$ cat src/rtl/md_scheduler.sv
// md_scheduler: request queue and dispatcher for the multiply/divide unit.
// Requests {op, rs, rt} are buffered in a DEPTH-entry FIFO and issued strictly
// in order. mult/div ops start the unit and hold dispatch until it reports
// not busy. mthi/mtlo are written straight through. mfhi/mflo are answered
// from the unit's HI/LO on the cycle after dispatch.
module md_scheduler #(
    parameter int DEPTH = 2
) (
    input  logic        clk,
    input  logic        reset,
    input  logic        req_valid,
    output logic        req_ready,
    input  logic [2:0]  req_op,
    input  logic [31:0] req_a,
    input  logic [31:0] req_b,
    input  logic        flush,
    output logic        md_start,
    output logic [2:0]  md_op,
    output logic [31:0] md_d1,
    output logic [31:0] md_d2,
    input  logic        md_busy,
    input  logic [31:0] md_hi,
    input  logic [31:0] md_lo,
    output logic        rd_valid,
    output logic [31:0] rd_data,
    output logic        idle
);

    // Op encoding shared with the multiply/divide unit.
    localparam logic [2:0] OP_MULT  = 3'd0;
    localparam logic [2:0] OP_MULTU = 3'd1;
    localparam logic [2:0] OP_DIV   = 3'd2;
    localparam logic [2:0] OP_DIVU  = 3'd3;
    localparam logic [2:0] OP_MFHI  = 3'd4;
    localparam logic [2:0] OP_MFLO  = 3'd5;
    localparam logic [2:0] OP_MTHI  = 3'd6;
    localparam logic [2:0] OP_MTLO  = 3'd7;

    localparam int PTR_W = (DEPTH > 1) ? $clog2(DEPTH) : 1;
    localparam int CNT_W = PTR_W + 1;
    localparam logic [CNT_W-1:0] FULL_CNT = CNT_W'(DEPTH);

    // IDLE: free to dispatch. WAIT: a mult/div is running in the unit.
    typedef enum logic {
        S_IDLE = 1'b0,
        S_WAIT = 1'b1
    } state_t;

    state_t r_state;
    state_t w_state_nxt;

    // FIFO storage and bookkeeping
    logic [2:0]       r_op_mem [DEPTH];
    logic [31:0]      r_a_mem  [DEPTH];
    logic [31:0]      r_b_mem  [DEPTH];
    logic [PTR_W-1:0] r_wr_ptr;
    logic [PTR_W-1:0] r_rd_ptr;
    logic [CNT_W-1:0] r_count;

    // Read-back path for mfhi/mflo
    logic        r_rd_valid;
    logic [31:0] r_rd_data;

    logic        w_empty;
    logic        w_full;
    logic        w_push;
    logic        w_pop;
    logic [2:0]  w_head_op;
    logic [31:0] w_head_a;
    logic [31:0] w_head_b;
    logic        w_head_muldiv;
    logic        w_head_mt;
    logic        w_head_mf;

    assign w_empty   = (r_count == '0);
    assign w_full    = (r_count == FULL_CNT);
    assign req_ready = !w_full;

    // No bypass: a request is only visible at the head the cycle after it is written.
    assign w_push = req_valid && req_ready && !flush;

    assign w_head_op = r_op_mem[r_rd_ptr];
    assign w_head_a  = r_a_mem[r_rd_ptr];
    assign w_head_b  = r_b_mem[r_rd_ptr];

    assign w_head_muldiv = (w_head_op == OP_MULT) || (w_head_op == OP_MULTU) ||
                           (w_head_op == OP_DIV)  || (w_head_op == OP_DIVU);
    assign w_head_mt     = (w_head_op == OP_MTHI) || (w_head_op == OP_MTLO);
    assign w_head_mf     = (w_head_op == OP_MFHI) || (w_head_op == OP_MFLO);

    // Write incoming requests into the slot at the write pointer.
    // NOTE: the storage array is deliberately left unreset; r_count and the
    // pointers alone say which slots hold live data, so clearing it would be wasted logic.
    always_ff @(posedge clk) begin
        if (w_push) begin
            r_op_mem[r_wr_ptr] <= req_op;
            r_a_mem[r_wr_ptr]  <= req_a;
            r_b_mem[r_wr_ptr]  <= req_b;
        end
    end

    // Advance pointers and occupancy; flush discards everything not yet dispatched.
    // NOTE: state registers use non-blocking assignments so every flop samples
    // pre-edge values regardless of block ordering.
    always_ff @(posedge clk or negedge reset) begin
        if (!reset) begin
            r_wr_ptr <= '0;
            r_rd_ptr <= '0;
            r_count  <= '0;
        end else if (flush) begin
            r_wr_ptr <= '0;
            r_rd_ptr <= '0;
            r_count  <= '0;
        end else begin
            if (w_push) begin
                r_wr_ptr <= r_wr_ptr + 1'b1;
            end
            if (w_pop) begin
                r_rd_ptr <= r_rd_ptr + 1'b1;
            end
            case ({w_push, w_pop})
                2'b10:   r_count <= r_count + 1'b1;
                2'b01:   r_count <= r_count - 1'b1;
                default: r_count <= r_count;
            endcase
        end
    end

    // Scheduler state register; reset abandons any op the unit is running.
    always_ff @(posedge clk or negedge reset) begin
        if (!reset) begin
            r_state <= S_IDLE;
        end else begin
            r_state <= w_state_nxt;
        end
    end

    // Dispatch decision, unit drive and next state.
    // NOTE: every output of this block gets a default first, so no path can
    // leave one unassigned and infer a latch.
    always_comb begin
        w_state_nxt = r_state;
        w_pop       = 1'b0;
        md_start    = 1'b0;
        md_op       = OP_MFHI;
        md_d1       = '0;
        md_d2       = '0;

        case (r_state)
            S_IDLE: begin
                if (!w_empty && !md_busy && !flush) begin
                    w_pop = 1'b1;
                    md_op = w_head_op;
                    if (w_head_muldiv) begin
                        md_start    = 1'b1;
                        md_d1       = w_head_a;
                        md_d2       = w_head_b;
                        w_state_nxt = S_WAIT;
                    end else if (w_head_mt) begin
                        md_d1 = w_head_a;
                    end
                end
            end
            S_WAIT: begin
                // The exit cycle itself never dispatches, so an mfhi/mflo
                // queued behind a mult/div sees settled HI/LO.
                if (!md_busy) begin
                    w_state_nxt = S_IDLE;
                end
            end
            default: begin
                w_state_nxt = S_IDLE;
            end
        endcase
    end

    // Capture HI or LO for a dispatched mfhi/mflo and flag it for one cycle.
    always_ff @(posedge clk or negedge reset) begin
        if (!reset) begin
            r_rd_valid <= 1'b0;
            r_rd_data  <= '0;
        end else begin
            r_rd_valid <= w_pop && w_head_mf;
            if (w_pop && w_head_mf) begin
                r_rd_data <= (w_head_op == OP_MFHI) ? md_hi : md_lo;
            end
        end
    end

    // A flush in the return cycle cancels the pending read result.
    assign rd_valid = r_rd_valid && !flush;
    assign rd_data  = r_rd_data;

    assign idle = w_empty && (r_state == S_IDLE) && !md_busy && !r_rd_valid;

endmodule

$ cat config.mk
export PLATFORM = sky130hd
export DESIGN_NAME = md_scheduler
export DESIGN_NICKNAME = d
export VERILOG_FILES = /design/src/rtl/md_scheduler.sv
export SDC_FILE = /design/constraint.sdc
export NUM_CORES = 1
export LEC_CHECK = 0
export BUFFER_PORTS_ARGS = -buffer_cell sky130_fd_sc_hd__buf_2
export CAP_MARGIN = 20
export CORE_MARGIN = 1
export CORE_UTILIZATION = 54
export DETAILED_ROUTE_END_ITERATION = 12
export PLACE_DENSITY = 0.93
export SYNTH_ARGS = -nofsm -noshare
export SYNTH_HDL_FRONTEND = slang
export SYNTH_SLANG_ARGS = --single-unit
$ cat constraint.sdc
create_clock -name clk -period 11.24 [get_ports clk]
set_clock_uncertainty 0.2 [all_clocks]
set_input_delay 0 -clock clk [delete_from_list [all_inputs] [get_ports clk]]
set_output_delay 0 -clock clk [all_outputs]
set_load 0.01 [all_outputs]
# Yosys cells after proc, flatten, opt, wreduce, memory -nomap -nowiden
# Memories as Yosys holds them, arrays and structs flattened.
# Index checks and enable logic that the tools add are counted.
# Widths: inputs -> output; s select.
op_classes:
  mux: 25
  n_reduce_logical: 24
  bitwise: 1
  n_eq_ne: 10
  addsub: 4
ops:
  columns: ["operator", "count"]
  rows:
  - ["$mux 32", 8]
  - ["$eq 3x3->1 const B", 4]
  - ["$mux 1", 12]
  - ["$logic_and 1x1->1", 9]
  - ["$eq 3x2->1 const B", 2]
  - ["$mux 3", 2]
  - ["$logic_not 1->1", 5]
  - ["$logic_or 1x1->1", 5]
  - ["$eq 2x2->1 const B", 2]
  - ["$pmux 2 s2", 1]
  - ["$reduce_bool 2->1", 2]
  - ["$eq 3x1->1 const B", 1]
  - ["$logic_not 3->1", 1]
  - ["$reduce_bool 3->1", 1]
  - ["$add 1x1->1 const B", 2]
  - ["$add 2x1->2 const B", 1]
  - ["$eq 2x1->1 const B", 1]
  - ["$logic_not 2->1", 1]
  - ["$mux 2", 1]
  - ["$pmux 1 s2", 1]
  - ["$sub 2x1->2 const B", 1]
  - ["$not 1->1", 1]
totals:
  out_inout_bits: 103
  mem_count: 3
  wordCells: 73
  input_bits: 136
  ram_bits: 134
  reg_bits: 38
mem_list:
  columns: ["memory", "depth", "width", "read_ports", "rd_ports_with_merged_regs", "wr", "line_no", "source"]
  rows:
  - ["r_a_mem", 2, 32, 1, 0, 1, "54", "logic [31:0] r_a_mem [DEPTH];"]
  - ["r_b_mem", 2, 32, 1, 0, 1, "55", "logic [31:0] r_b_mem [DEPTH];"]
  - ["r_op_mem", 2, 3, 1, 0, 1, "53", "logic [2:0] r_op_mem [DEPTH];"]

# Depth between registers and ports, before layout
logic_depth:
  ltp_word: 9
  mapped_depth: 6
  ltp_nobuf: 4

# Least setup slack after synthesis
# OpenSTA, ideal clock, no wires.
synth_path:
  kind: "reg2reg"
  from: "register r_count[1]"
  to: "memory r_a_mem[1][0] (enable)"
  n_path_buf: 0
  t_arrival_ps: 5626
  synth_period_minus_slack_ps: 6414
  required_time_ps: 10452
  path_stages_with_launch: 5
  setup_time_ps: 588
  slack_ps: 4826
  cell_sequence: "dfrtp_1 nor2b_1 inv_1 nand2_1 nor3b_1"
synth_between:
  elab_chain_cells: 6
synth_rtl:
  columns: ["element", "line_no", "source"]
  rows:
  - ["start, declared", "58", "logic [CNT_W-1:0] r_count;"]
  - ["start signal, assigned", "122", "2'b10: r_count <= r_count + 1'b1;"]
  - ["start signal, assigned", "123", "2'b01: r_count <= r_count - 1'b1;"]
  - ["start signal, assigned", "124", "default: r_count <= r_count;"]
  - ["$eq 2x2->1", "76", "assign w_full = (r_count == FULL_CNT);"]
  - ["$logic_not 1->1", "77", "assign req_ready = !w_full;"]
  - ["via req_ready", "12", "output logic req_ready,"]
  - ["$logic_and 1x1->1 (2 in series)", "80", "assign w_push = req_valid && req_ready && !flush;"]
  - ["$mux 1", "95", "if (w_push) begin"]
  - ["$mux 1 (implied by the code)", "97", "r_a_mem[r_wr_ptr] <= req_a;"]
  - ["end, declared", "54", null]
# The timed path passes the listed nets, and every way through them passes these cells.

# Worst setup path in the final report
layout_path:
  from: "register r_rd_ptr"
  to: "output md_d1[27]"
layout_between:
  elab_chain_cells: 8
  elab_cells_between_ends: 16
  cone_classes: "eq/ne (5); mux (4); reduce/logical (5); memory (2)"
layout_rtl:
  columns: ["element", "line_no", "source"]
  rows:
  - ["start, declared", "57", "logic [PTR_W-1:0] r_rd_ptr;"]
  - ["start signal, assigned", "119", "r_rd_ptr <= r_rd_ptr + 1'b1;"]
  - ["$mem_v2 2x3", null, null]
  - ["$eq 3x1->1 / $logic_not 3->1 (equally long branches)", "86", "assign w_head_muldiv = (w_head_op == OP_MULT) || (w_head_op == OP_MULTU) ||"]
  - ["$logic_or 1x1->1 (2 in series)", "86", null]
  - ["$logic_or 1x1->1", "87", "(w_head_op == OP_DIV) || (w_head_op == OP_DIVU);"]
  - ["$mux 32 (*)", "154", "if (w_head_muldiv) begin"]
  - ["$mux 32 (*)", "151", "if (!w_empty && !md_busy && !flush) begin"]
  - ["$mux 32 (*)", "149", "case (r_state)"]
  - ["end, declared", "19", "output logic [31:0] md_d1,"]
# Mark *: on every way between the ends. The rest lies on a longest branch, timed or not.

==> summary.md <==
| Metric | Value |
|---|---|
| Internal | `roughly 1200 uW` |
| Synth warnings | `0` |
| Crit path time final | `about 3.2 ns` |
| Post-synthesis simple-gate area fraction | `5.95%` |
| I/O pin total | `239` |
| CTS Sinks | `between 150 and 200` |
| Area delta synth->final | `47.9%` |
| Net Count, Synth | `566` |
| Mean post-synth cell area | `16.3 um2` |
| Mean routed wirelength per cell | `roughly 19 um` |
| Worst-Skew Late Latency | `between 0.4 and 0.5 ns` |
| Max-slew violations | `0` |
| Flop pwr share | `49.0%` |
| Routed Antenna Nets | `0` |
| First-pass GRT wire length | `26,700 um` |
| Multiplexer share of the synthesized area | `about a fifth` |
| Final setup violation count | `0` |
| Via Count | `5,150` |
| Period utilisation layout | `28.1%` |
| CP Data Required Time | `between 10 and 15 ns` |
| N_diodes | `0` |
| Core Footprint | `around 13,000 um2` |
| Leakage | `between 0.004 and 0.005 uW` |
| Fin. Hold Viols | `0` |
| Count leader, synth | `edfxtp_1` |
| Fmax | `317 MHz` |
| Comb pwr share | `around 17%` |
| Port Buffers | `between 200 and 250` |
| Total die area | `about 13,000 um2` |
| Pre-CTS setup slack | `8.08 ns` |
| Psw | `393 uW` |
| Outcome | `completed` |
| CP Capture Type | `output port` |
| Initial antenna violation count | `0` |
| GPL Wtd Cong | `about 0.74` |
| CTS Root Cell | `clkbuf_16` |
| Post-CTS Resized | `0` |
| Via-to-Cell Ratio | `a little over 5` |
| # rows | `41` |
| Crit path kind | `reg -> out` |
| Initial Util | `a little under three fifths` |
| Setup TNS | `0 ns` |
| Clock power frac | `between 30% and 40%` |
| Top cells by count, synth | `edfxtp_1, mux2i_1, mux2_2` |
| Maxcap violations | `0` |
| Final setup margin | `approximately 8.1 ns` |
| Top FF cell, synth | `edfxtp_1` |
| Worst-path fanout max | `60` |
| Drt drc | `0` |
| Fraction of layout cells with a size suffix above 1 | `42.4%` |
| Number of global-route vias before repair | `about 5,300` |
| Post-synth top area share | `a little under three fifths` |
| Final nets | `943` |
| R2R Setup Slk | `about 8 ns` |
| H-tree depth | `4` |
| Register area share after synthesis | `between 70% and 80%` |
| Die Width | `about 120 um` |
| Switch share | `roughly 25%` |
| Critical path startpoint category | `flip-flop` |
| Post-synth ARST share | `about 22%` |
| Synth unique cells | `27` |
| WP data arrival | `~3 ns` |
| Largest family of logic cells by synthesized area | `multiplexers` |
| CTS Buffer Depth | `2` |
| Synth Area in Compound Gates | `under 10%` |
| Least-Margin Pin Slew | `about 1 ns` |
| Post-Synthesis Cell Area | `between 6000 and 7000 um2` |
| Gr ovfl total | `0` |
| Power density over the cells | `153 nW/um2` |
| Post-DP HPWL | `10,000 um` |
| Unrepaired setup endpoints after global routing | `no` |
| Die Y | `around 120 um` |
| Adder-cell share of the synthesized area | `0%` |
| Number of synthesized flops with an enable pin | `about 130` |
| XOR/XNOR Fraction of Synth Area | `0%` |
| Rel. slew slack | `roughly 34%` |
| Wirelength, routed | `between 15,000 and 20,000 um` |
| CTS tree | `built` |
| Pin count of the biggest net entering global routing | `around 60` |
| HP Class | `in -> async` |
| VDD IR max | `approximately 110 uV` |
| Fill cell count | `641` |
| Gr usage total | `approximately 28%` |
| DR iter-0 viols | `273` |
| DR pass1 iterations | `4` |
| Reg clk slew, reported paths | `~0.060 ns` |
| Top cell type by total area after synthesis | `edfxtp_1` |
| FF+latch count, synth | `about 170` |
| CTS Buf Count | `17` |
| Synth top area cells | `edfxtp_1, dfrtp_1, mux2_2` |
| Cell count after synthesis | `between 400 and 500` |
-- timing repair --
item | CTS | global route
setup buffers | 0 | 0
hold buffers | 136 | 0
hold endpoints to repair | 209 | 0
-- critical path, stage by stage (launching register included) --
cell	delay [ns]
dfrtp_4	0.56
buf_4	0.76
or3b_4	0.30
nand2_1	0.17
buf_16	0.22
nor3_1	0.28
buf_2	0.19
-- through the flow --
| stage | hold WS (ns) | instance area, um2 | total power, uW | std cells | util (%) |
|---|---|---|---|---|---|
| floorplan | -0.496 | 7000 | 899 | 430 | - |
| global placement | -0.0653 | 8360 | 988 | 821 | 66.2 |
| detailed placement | -0.0527 | 8360 | 998 | 821 | 66.2 |
| CTS | 0.0324 | 10300 | 1580 | 989 | 81.4 |
| global route | 0.0974 | 10300 | 1640 | 992 | 82.0 |
| finish | 0.0154 | 10300 | 1590 | 992 | 82.0 |
-- logic make-up (layout without fill, tap and decap cells) --
| family | Yosys count | count (layout) |
|---|---|---|
| AOI/OAI and AO/OA | 10 | 10 |
| buffers and inverters | 29 | 419 |
| muxes | 131 | 131 |
| and+or+nand+nor | 88 | 88 |
| DFF | 172 | 172 |
-- flip-flops by register name, summed over array words and instances (netlist names) --
| name | count |
|---|---|
| r_a_mem | 64 |
| r_op_mem | 6 |
| r_b_mem | 64 |
| r_wr_ptr | 1 |
| r_count | 2 |
| r_state | 1 |
| rd_data | 32 |
| r_rd_ptr | 1 |
| r_rd_valid | 1 |
-- power groups by stage --
stage	logic, uW	clock network, uW	registers (uW)
after floorplan	97.0	0	802
after global placement	203	0	785
after detailed placement	210	0	787
after CTS	253	549	774
after global routing	285	578	782
final	268	542	777
-- metal layers --
| layer | GRT usage, % | share of wire, % | routed length [um] | vias to the layer above |
|---|---|---|---|---|
| met5 | 0 | 0 | 0 | - |
| met3 | 5.75 | 5.7 | 1060 | 51 |
| met1 | 28.8 | 36 | 6720 | 2507 |
| met4 | 14.2 | 3.5 | 645 | 0 |
| met2 | 51.7 | 55 | 10200 | 226 |
| li1 | - | - | - | 2366 |
-- final cells by class --
cell class / instances / area (um2) / share of cell area, %
Clock inverter: 14 / 121 / 1.17
Sequential cell: 172 / 4980 / 48.1
Inverter: 3 / 11.3 / 0.109
Clock buffer: 18 / 429 / 4.15
Timing Repair Buffer: 384 / 2690 / 26.0
Multi-Input combinational cell: 229 / 1910 / 18.4
Tap cell: 172 / 215 / 2.08
-- final timing paths --
check / start / cells after the start / to
max: r_rd_ptr / 6 / md_d1[27]
min: reset / 2 / rd_data[17]
max reg2reg: r_rd_ptr / 5 / rd_data[13]
min reg2reg: rd_data[23] / 1 / rd_data[23]
max in group asynchronous: reset / 2 / r_rd_ptr
min in group clk: req_b[4] / 2 / r_b_mem[1][4]
-- layout by cell type, fill, tap and decap left out, types with 2 or more instances in the layout --
master,synthesis,routed
buf_2,1,238
dlygate4sd3_1,0,136
edfxtp_1,134,134
mux2i_1,67,66
mux2_2,63,63
dfrtp_1,38,37
nor2_1,36,36
nor3_1,34,33
clkbuf_16,0,17
buf_4,0,7
nand2_1,5,5
o21ai_0,4,4
clkinvlp_4,0,4
or3_1,3,3
inv_1,3,3
a21oi_1,3,3
clkinv_4,0,3
buf_16,0,3
or2_2,2,2
nor2b_1,2,2
clkinv_2,0,2
inv_6,0,2
clkinv_1,0,2
Note: power is estimated with default switching activity, not from simulation.
